### config.mk
export PLATFORM = sky130hd
export DESIGN_NAME = cmd_sequencer
export DESIGN_NICKNAME = d
export VERILOG_FILES = /design/src/rtl/psec5_cmd_pkg.sv /design/src/rtl/stable_word_sync.sv /design/src/rtl/cmd_sequencer.sv
export SDC_FILE = /design/constraint.sdc
export NUM_CORES = 1
export LEC_CHECK = 0
export CORE_MARGIN = 5
export CORE_UTILIZATION = 55
export CTS_CLUSTER_SIZE = 24
export DETAILED_ROUTE_END_ITERATION = 6
export GPL_TIMING_DRIVEN = 0
export MAX_ROUTING_LAYER = met4
export PLACE_DENSITY = 0.78
export SLEW_MARGIN = 0
export SYNTH_ARGS = -nofsm -noshare
export SYNTH_HDL_FRONTEND = slang
export SYNTH_SLANG_ARGS = --single-unit
### constraint.sdc
create_clock -name iclk -period 6.3 [get_ports iclk]
set_clock_uncertainty 0.1 [all_clocks]
set_input_delay 0.945 -clock iclk [delete_from_list [all_inputs] [get_ports iclk]]
set_output_delay 0.945 -clock iclk [all_outputs]
set_load 0.01 [all_outputs]
### src/rtl/psec5_cmd_pkg.sv
// Shared types and status-register layout for the command sequencer.
// Holds the FSM state enum, the opcode enum, the default counter width and the status packing helper.
package psec5_cmd_pkg;

    typedef enum logic [1:0] {
        ST_IDLE    = 2'd0,
        ST_ARMED   = 2'd1,
        ST_CAPTURE = 2'd2,
        ST_READOUT = 2'd3
    } state_t;

    typedef enum logic [2:0] {
        OP_NOP        = 3'd0,
        OP_ARM        = 3'd1,
        OP_STOP       = 3'd2,
        OP_FORCE_TRIG = 3'd3,
        OP_READOUT    = 3'd4,
        OP_CLEAR      = 3'd5,
        OP_ILL6       = 3'd6,
        OP_ILL7       = 3'd7
    } opcode_t;

    localparam int CNT_W_DEF      = 4;

    localparam int STAT_STATE_LSB = 6;
    localparam int STAT_ERR_BIT   = 4;
    localparam int STAT_CNT_LSB   = 0;
    localparam int STAT_CNT_W     = 4;

    function automatic logic [7:0] pack_status(input state_t st, input logic err, input logic [3:0] cnt);
        logic [7:0] s;
        s = '0;
        s[STAT_STATE_LSB +: 2]          = st;
        s[STAT_ERR_BIT]                 = err;
        s[STAT_CNT_LSB +: STAT_CNT_W]   = cnt;
        return s;
    endfunction

endpackage

### src/rtl/stable_word_sync.sv
// Multi-flop synchroniser for a word from another clock domain, plus one compare stage.
// Output word is the last stage; o_stable is high when the last two stages agree (no tearing).
module stable_word_sync #(
    parameter int WIDTH       = 24,
    parameter int SYNC_STAGES = 2
) (
    input  logic             iclk,
    input  logic             rst,
    input  logic [WIDTH-1:0] i_word,
    output logic [WIDTH-1:0] o_word,
    output logic             o_stable
);

    logic [WIDTH-1:0] r_stage [SYNC_STAGES+1];

    always_ff @(posedge iclk) begin
        if (rst) begin
            for (int i = 0; i <= SYNC_STAGES; i++) begin
                r_stage[i] <= '0;
            end
        end else begin
            r_stage[0] <= i_word;
            for (int i = 1; i <= SYNC_STAGES; i++) begin
                r_stage[i] <= r_stage[i-1];
            end
        end
    end

    assign o_word   = r_stage[SYNC_STAGES];
    assign o_stable = (r_stage[SYNC_STAGES] == r_stage[SYNC_STAGES-1]);

endmodule

### src/rtl/cmd_sequencer.sv
// Acquisition command sequencer: decodes toggle-qualified SPI commands into arm/capture/readout control.
// A new command acts on the 4th iclk edge after it appears (2 sync flops + compare + FSM register).
import psec5_cmd_pkg::*;

module cmd_sequencer #(
    parameter int SYNC_STAGES = 2,
    parameter int CNT_W       = CNT_W_DEF
) (
    input  logic       iclk,
    input  logic       rst,
    input  logic [7:0] instruction,
    input  logic [7:0] mode,
    input  logic [7:0] trigger_channel_mask,
    input  logic [7:0] trig_in,
    input  logic       rd_ack,
    output logic       acq_en,
    output logic       force_trig,
    output logic       rd_req,
    output logic [7:0] status
);

    logic [23:0]      w_word;
    logic             w_stable;
    logic [7:0]       w_instr;
    logic [7:0]       w_mode;
    logic [7:0]       w_mask;
    opcode_t          w_op;
    logic             w_issue;
    logic             w_legal;
    logic             w_take;
    logic             w_stop;
    logic             w_force;
    logic             w_hit;
    logic             w_unused_bits;

    state_t           r_state;
    logic             r_acq_en;
    logic             r_force_trig;
    logic             r_rd_req;
    logic             r_err;
    logic [CNT_W-1:0] r_cnt;
    logic             r_last_tog;
    logic             r_stop_seen;
    logic [5:0]       r_cap_cnt;
    logic [7:0]       r_mask_q;
    logic [5:0]       r_len_q;
    logic             r_cont_q;

    stable_word_sync #(
        .WIDTH       (24),
        .SYNC_STAGES (SYNC_STAGES)
    ) u_sync (
        .iclk     (iclk),
        .rst      (rst),
        .i_word   ({instruction, mode, trigger_channel_mask}),
        .o_word   (w_word),
        .o_stable (w_stable)
    );

    assign w_instr       = w_word[23:16];
    assign w_mode        = w_word[15:8];
    assign w_mask        = w_word[7:0];
    assign w_unused_bits = ^{w_instr[6:3], w_mode[6]};
    assign w_op          = opcode_t'(w_instr[2:0]);
    assign w_issue       = w_stable && (w_instr[7] != r_last_tog);
    assign w_hit         = |(trig_in & r_mask_q);

    // Which opcodes each state accepts; anything else raises the sticky error.
    always_comb begin
        w_legal = 1'b0;
        case (r_state)
            ST_IDLE:  w_legal = w_op inside {OP_NOP, OP_ARM, OP_READOUT, OP_CLEAR};
            ST_ARMED: w_legal = w_op inside {OP_NOP, OP_ARM, OP_STOP, OP_FORCE_TRIG};
            default:  w_legal = (w_op == OP_STOP);
        endcase
    end

    assign w_take  = w_issue && w_legal;
    assign w_stop  = w_take && (w_op == OP_STOP);
    assign w_force = w_take && (w_op == OP_FORCE_TRIG);

    always_ff @(posedge iclk) begin
        if (rst) begin
            r_state      <= ST_IDLE;
            r_acq_en     <= 1'b0;
            r_force_trig <= 1'b0;
            r_rd_req     <= 1'b0;
            r_err        <= 1'b0;
            r_cnt        <= '0;
            r_last_tog   <= 1'b0;
            r_stop_seen  <= 1'b0;
            r_cap_cnt    <= '0;
            r_mask_q     <= '0;
            r_len_q      <= '0;
            r_cont_q     <= 1'b0;
        end else begin
            r_force_trig <= 1'b0;
            if (w_stable) begin
                r_mask_q <= w_mask;
                r_len_q  <= w_mode[5:0];
                r_cont_q <= w_mode[7];
            end
            if (w_issue) begin
                r_last_tog <= w_instr[7];
                if (!w_legal) begin
                    r_err <= 1'b1;
                end else if (w_op == OP_CLEAR) begin
                    r_err <= 1'b0;
                    r_cnt <= '0;
                end else begin
                    r_cnt <= r_cnt + CNT_W'(1);
                end
            end
            case (r_state)
                ST_IDLE: begin
                    if (w_take && w_op == OP_ARM) begin
                        r_state  <= ST_ARMED;
                        r_acq_en <= 1'b1;
                    end else if (w_take && w_op == OP_READOUT) begin
                        r_state     <= ST_READOUT;
                        r_rd_req    <= 1'b1;
                        r_stop_seen <= 1'b0;
                    end
                end
                ST_ARMED: begin
                    if (w_stop) begin
                        r_state  <= ST_IDLE;
                        r_acq_en <= 1'b0;
                    end else if (w_force || w_hit) begin
                        // Length is latched here so later mode writes cannot stretch this capture.
                        r_state      <= ST_CAPTURE;
                        r_cap_cnt    <= r_len_q;
                        r_force_trig <= w_force;
                    end
                end
                ST_CAPTURE: begin
                    if (w_stop) begin
                        r_state  <= ST_IDLE;
                        r_acq_en <= 1'b0;
                    end else if (r_cap_cnt == 6'd0) begin
                        r_state     <= ST_READOUT;
                        r_acq_en    <= 1'b0;
                        r_rd_req    <= 1'b1;
                        r_stop_seen <= 1'b0;
                    end else begin
                        r_cap_cnt <= r_cap_cnt - 6'd1;
                    end
                end
                ST_READOUT: begin
                    if (rd_ack) begin
                        r_rd_req    <= 1'b0;
                        r_stop_seen <= 1'b0;
                        if (r_cont_q && !r_stop_seen && !w_stop) begin
                            r_state  <= ST_ARMED;
                            r_acq_en <= 1'b1;
                        end else begin
                            r_state <= ST_IDLE;
                        end
                    end else if (w_stop) begin
                        r_stop_seen <= 1'b1;
                    end
                end
                default: r_state <= ST_IDLE;
            endcase
        end
    end

    assign acq_en     = r_acq_en;
    assign force_trig = r_force_trig;
    assign rd_req     = r_rd_req;
    assign status     = pack_status(r_state, r_err, 4'(r_cnt));

endmodule

==> impl_metrics.tcl, run 1 <==
set metrics [dict create \
    synth_edf_count 0 \
    ys_ff_latch 105 \
    finalWeightedCongestion 0.897 \
    status "completed" \
    hold_viol 0 \
    port_buffers 44 \
    start_kind "input port" \
    worst-path-buf-inv 1 \
    power_w 0.00135 \
    die_width_um 97.6 \
    dieArea_um2 9530 \
    grt_antenna_before_repair 0 \
    cpMaxStageDelayCell "a21oi_1" \
    r2r_start "r_state[0]" \
    ys_seq_area_share_pct 49.8 \
    tightest_slew_ns 0.663 \
    crit_required_ns 6.47 \
    synthesis.nets 459 \
    timing.fmax_mhz 350 \
    clock-root-buffer "clkbuf_8" \
    ios 46 \
    hold_buffers 0 \
    grt_pass1_vias 2932 \
    end_kind "flip-flop" \
    min_path_cells 1 \
    core_area_um2 7610 \
    drt-initial-drc-count 83 \
    place_ws_ns 3.04 \
    ys_types 58 \
    grt_pass1_wl_mm 13.7 \
    fp-row-count 32 \
    cts_resized 0 \
    grt.total_usage_pct 18.1 \
    period_needed_ns 2.86 \
    ys_warn_count 0 \
    r2r_end "r_stop_seen" \
    r2r_slack_ns 3.45 \
    hold_path_class "reg2reg" \
    arrival_ns 3.02 \
    p_per_area_nw_per_um2 271 \
    tns_ns 0 \
    cts_sinks 105 \
    grt_setup_unrepaired "no" \
    clk_latency_ns 0.36 \
    clock_path_buffers 2 \
    vias_per_cell 5.19 \
    relSlewSlack_pct 55.8 \
    antenna_cells 0 \
    hold_end "u_sync.r_stage[0][33]" \
    leakagePower_nw 2.04 \
    cp_max_fo 10 \
    stdcell_area_um2 4980 \
    die_h_um 97.6 \
    grt_max_degree 20 \
    syn_area_um2 4220 \
    worstRegToRegCells 9 \
    detail_route.first_pass.iterations 4 \
    vias 3003 \
    setup_viol_count_final 0 \
    final_common_cell "dfxtp_1" \
    synthCells 417 \
    slowest_delay_ns 0.55 \
    post_cts_buffers 0 \
    setup_slack_ns 3.44 \
    maxCapViolations 0 \
    wl_per_cell_um 13.8 \
    final_cell_mix "dfxtp_1, nor2b_1, clkdlybuf4s50_1, nor2_1, nand2_1" \
    maxSlewViolCount 0 \
    avgSynthCellArea_um2 10.1 \
    worstHoldStart "u_sync.r_stage[0][9]" \
    worstSetupPathType "in2reg" \
    nets 514 \
    h-tree-depth 3 \
    ir_worst_vdd_uv 153 \
    drive_above_1_share_pct 6.92 \
    start_util_pct 55.5 \
    wl_mm 8.00 \
    crit_chain "clkdlybuf4s50_1 -> a22o_1 -> a221oi_1 -> nand4_1 -> a21oi_1 -> nor4_1 -> o221a_2" \
    drc 0 \
    clkSlewWorstSetupHoldPaths_ns 0.10 \
    tritoncts "yes" \
    fin_crit_sh_pct 45.4 \
    area_growth_syn_to_layout_pct 17.9 \
    fin_hold_ws_ns 0.334 \
    synth_async_sr_flop_share_pct 0 \
    cts_made_buffers 9 \
    ys_dominant_reg_cell "dfxtp_1" \
    hpwlAfterDp_mm 6.10 \
    path_delay_family "compound AO/OA/AOI/OAI gates" \
    grt_overflow 0 \
    ant_nets 0 \
    post_dp_cell_area_um2 4790 \
]
flip-flops by register name (all words and copies together), names as in the netlist, 2 cells and up:
| name | cells |
|---|---|
| u_sync.r_stage | 72 |
| r_mask_q | 8 |
| r_cap_cnt | 6 |
| r_len_q | 6 |
| r_cnt | 4 |
| r_state | 2 |
Yosys cell counts (all sizes together) (2+ instances only):
cell type	number	share of area [%]
nand4	5	0.89
nor2b	77	11
a221oi	2	0.41
o41ai	3	0.62
nand4b	2	0.41
nand2b	2	0.30
nor3	6	0.71
nand2	21	1.9
ha	7	2.1
a21oi	11	1.3
a21o	2	0.36
xnor2	6	1.2
mux2i	19	4.5
nand3	4	0.59
buf	5	1.1
or4	5	0.89
nor4	12	3.0
o2bb2ai	2	0.41
dfxtp	105	50
a2111oi	4	0.83
o32ai	2	0.41
inv	12	1.1
or3	4	0.59
clkbuf	14	1.3
o21ai	9	1.1
nor2	28	2.5
o31ai	2	0.36
o31a	2	0.41
and4	2	0.44
xor2	21	4.8
and2	2	0.30
nor4b	2	0.56
final cells by class:
| type | count | area [µm²] |
|---|---|---|
| timing repair buffer | 44 | 440 |
| fill | 623 | 2630 |
| inverter | 12 | 45.0 |
| clock inverter | 6 | 61.3 |
| multi-input combinational | 281 | 1980 |
| buffer | 19 | 98.8 |
| tap | 102 | 128 |
| clock buffer | 10 | 128 |
| sequential | 105 | 2100 |
per-layer routing:
metal	up-vias	GRT usage [%]	share of wire (%)	wire [µm]
li1	1541	-	-	-
met1	1369	21.1	43	3460
met2	76	29.8	49	3920
met3	17	4.24	5.1	404
met4	0	8.31	2.7	219
met5	-	-	0	0
logic make-up (layout without fill, tap and decap cells):
| group | Yosys count | count (layout) | synth area share (%) |
|---|---|---|---|
| and+or+nand+nor | 176 | 176 | 25.3 |
| DFF | 105 | 105 | 49.8 |
| AOI/OAI and AO/OA | 50 | 50 | 8.53 |
| buffers and inverters | 31 | 91 | 3.41 |
| xor gates and xnor gates | 27 | 27 | 6.04 |
| muxes | 20 | 20 | 4.77 |
| adders and majority gates | 7 | 7 | 2.07 |
| other | 1 | 1 | 0.0888 |
how the worst max path moves through the flow:
stage / startpoint / end / slack (ns) / depth (start not counted)
6_report: trig_in[4] / r_cap_cnt[0] / 3.44 / 7
5_1_grt: trig_in[4] / r_cap_cnt[4] / 3.19 / 7
4_1_cts: trig_in[4] / r_cap_cnt[0] / 3.44 / 7
3_5_place_dp: trig_in[4] / r_cap_cnt[0] / 3.04 / 7
3_3_place_gp: trig_in[4] / r_cap_cnt[0] / 3.05 / 7
2_1_floorplan: r_state[0] / r_stop_seen / 3.74 / 8
through the flow:
| step | std cells | utilization, % |
|---|---|---|
| floorplan | 417 | - |
| global placement | 563 | 63.0 |
| detailed placement | 563 | 63.0 |
| CTS | 579 | 65.5 |
| global route | 579 | 65.5 |
| finish | 579 | 65.5 |
power breakdown:
group          internal, W  switching, W  total [W]  leakage (nW)
Combinational     0.000116      0.000131   0.000246          1.09
Sequential        0.000694     0.0000185   0.000712         0.859
Clock             0.000153      0.000238   0.000391        0.0917
Total             0.000962      0.000387    0.00135          2.04
Power figures use the tool's default switching activity.
==> inputs of run 2 (changes only) <==
==> constraint.sdc (replaced) <==
create_clock -name iclk -period 2.9 [get_ports iclk]
set_clock_uncertainty 0.1 [all_clocks]
set_input_delay 0.435 -clock iclk [delete_from_list [all_inputs] [get_ports iclk]]
set_output_delay 0.435 -clock iclk [all_outputs]
set_load 0.01 [all_outputs]
==> run 2 against run 1 <==
Clock-buffer cell count stayed put. Clock power up 120%. Flip-flop and latch count unchanged. Combinational power rose by 120%. Register-to-register slack worse by 3.3 ns. Highest routed layer unchanged. Sequential share of layout area is 0.091 points lower.
==> impl_metrics.tcl, run 2 (synthesis results as in run 1) <==
set metrics [dict create \
    status "completed" \
    wl_per_cell_um 13.8 \
    combPwrFrac_pct 18.5 \
    hpwlAfterDp_mm 6.10 \
    drc 0 \
    core_area_um2 7610 \
    grt_pass1_vias 2932 \
    ir_worst_vdd_uv 333 \
    power_frac_clock_pct 28.8 \
    crit_required_ns 3.06 \
    hold_path_class "reg2reg" \
    grt_max_degree 20 \
    crit_chain "inv_1 -> ha_2 -> nor4b_4 -> o31a_1 -> nand3_2 -> o31a_1 -> or4b_1 -> a221oi_1" \
    port_buffers 44 \
    grt_overflow 0 \
    r2r_end "r_stop_seen" \
    p_per_area_nw_per_um2 588 \
    hold_end "u_sync.r_stage[0][33]" \
    vias 3012 \
    path_delay_family "simple AND/OR/NAND/NOR gates" \
    h-tree-depth 3 \
    start_kind "flip-flop" \
    intPower_w 0.00209 \
    arrival_ns 2.87 \
    worstHoldStart "u_sync.r_stage[0][9]" \
    fin_crit_sh_pct 93.2 \
    slowest_delay_ns 0.51 \
    hold_viol 0 \
    die_width_um 97.6 \
    p_sw_w 0.000842 \
    cpMaxStageDelayCell "or4b_1" \
    dieArea_um2 9530 \
    grt_setup_unrepaired "no" \
    final_cell_mix "dfxtp_1, nor2b_1, clkdlybuf4s50_1, nor2_1, nand2_1" \
    worstSetupPathType "reg2reg" \
    antenna_cells 0 \
    stdcell_area_um2 4990 \
    cts_made_buffers 9 \
    timing.fmax_mhz 370 \
    drive_above_1_share_pct 7.55 \
    regMostFlops "u_sync.r_stage" \
    worstSetupPathDepth 8 \
    period_needed_ns 2.70 \
    power_frac_seq_pct 52.7 \
    dp.cells 563 \
    final_cells 579 \
    crit_top_cell "o31a_1" \
    fin_hold_ws_ns 0.333 \
    ios 46 \
    maxSlewViolCount 0 \
    r2r_start "r_state[1]" \
    relSlewSlack_pct 55.6 \
    worstRegToRegCells 8 \
    clkSlewWorstSetupHoldPaths_ns 0.11 \
    fin_util_pct 65.6 \
    leakagePower_nw 2.04 \
    clock_path_buffers 2 \
    tritoncts "yes" \
    area_growth_syn_to_layout_pct 18.3 \
    clock-root-buffer "clkbuf_8" \
    p_sw_share_pct 28.7 \
    clk_latency_ns 0.36 \
    wl_mm 8.01 \
    fillCellCount 620 \
    largest_reg_flops 72 \
    vias_per_cell 5.20 \
    fp-row-count 32 \
    start_util_pct 55.5 \
    setup_viol_count_final 0 \
    die_h_um 97.6 \
    grt_pass1_wl_mm 13.7 \
    ant_nets 0 \
    tns_ns 0 \
    reg_top3 "u_sync.r_stage: 72 flops, r_mask_q: 8 flops" \
    maxCapViolations 0 \
    post_dp_cell_area_um2 4790 \
    grt_antenna_before_repair 0 \
    tightest_slew_ns 0.666 \
    worst-path-buf-inv 1 \
    end_kind "flip-flop" \
    cp_max_fo 8 \
    grt.total_usage_pct 18.1 \
    drt-initial-drc-count 94 \
    finalWeightedCongestion 0.897 \
    cts_sinks 105 \
    nets 514 \
    r2r_slack_ns 0.20 \
    detail_route.first_pass.iterations 4 \
    min_path_cells 1 \
    final_common_cell "dfxtp_1" \
]
## run 2: cell counts in the layout (fill, tap and decap cells not counted)
Identical to the previous run, type by type.
## run 2: metal layers
metal / share of wire, % / GRT usage (%) / vias to the layer above
met5: 0 / - / -
met4: 3.0 / 8.31 / 0
met3: 3.6 / 4.24 / 20
met2: 49 / 29.8 / 68
met1: 45 / 21.1 / 1385
li1: - / - / 1539
## run 2: power groups by stage
stage	registers, W	clock network [W]	logic [W]
after global placement	0.00158	0	0.000524
after global routing	0.00156	0.000941	0.000599
final	0.00155	0.000846	0.000543
after CTS	0.00155	0.000874	0.000535
after detailed placement	0.00158	0	0.000531
after floorplan	0.00158	0	0.000361
## run 2: final cells by class
cell class	count	area, µm²	share of cell area (%)
Timing Repair Buffer	44	440	8.82
Sequential cell	105	2100	42.1
Multi-Input combinational cell	281	1990	39.8
Tap cell	102	128	2.56
Inverter	12	45.0	0.902
Clock inverter	6	61.3	1.23
Buffer	19	100	2.00
Clock buffer	10	128	2.56
## run 2: what timing repair did
action                     4_1_cts  5_1_grt
setup buffers                    0        0
setup endpoints to repair        0        7
hold buffers                     0        0
resized for setup                0        5
## run 2: per-stage QoR
stage	power, W	setup slack (ns)
2_1_floorplan	0.00194	0.336
3_3_place_gp	0.00210	0.158
3_5_place_dp	0.00211	0.0730
4_1_cts	0.00296	0.0528
5_1_grt	0.00310	0.0567
6_report	0.00294	0.198
## run 2: how the worst max path moves through the flow
stage                from           to  slack (ns)
6_report       r_state[1]  r_stop_seen        0.20
5_1_grt        r_state[1]  r_stop_seen        0.06
4_1_cts        r_state[0]  r_stop_seen        0.05
3_5_place_dp   r_state[0]  r_stop_seen        0.07
3_3_place_gp   r_state[0]  r_stop_seen        0.16
2_1_floorplan  r_state[0]  r_stop_seen        0.34
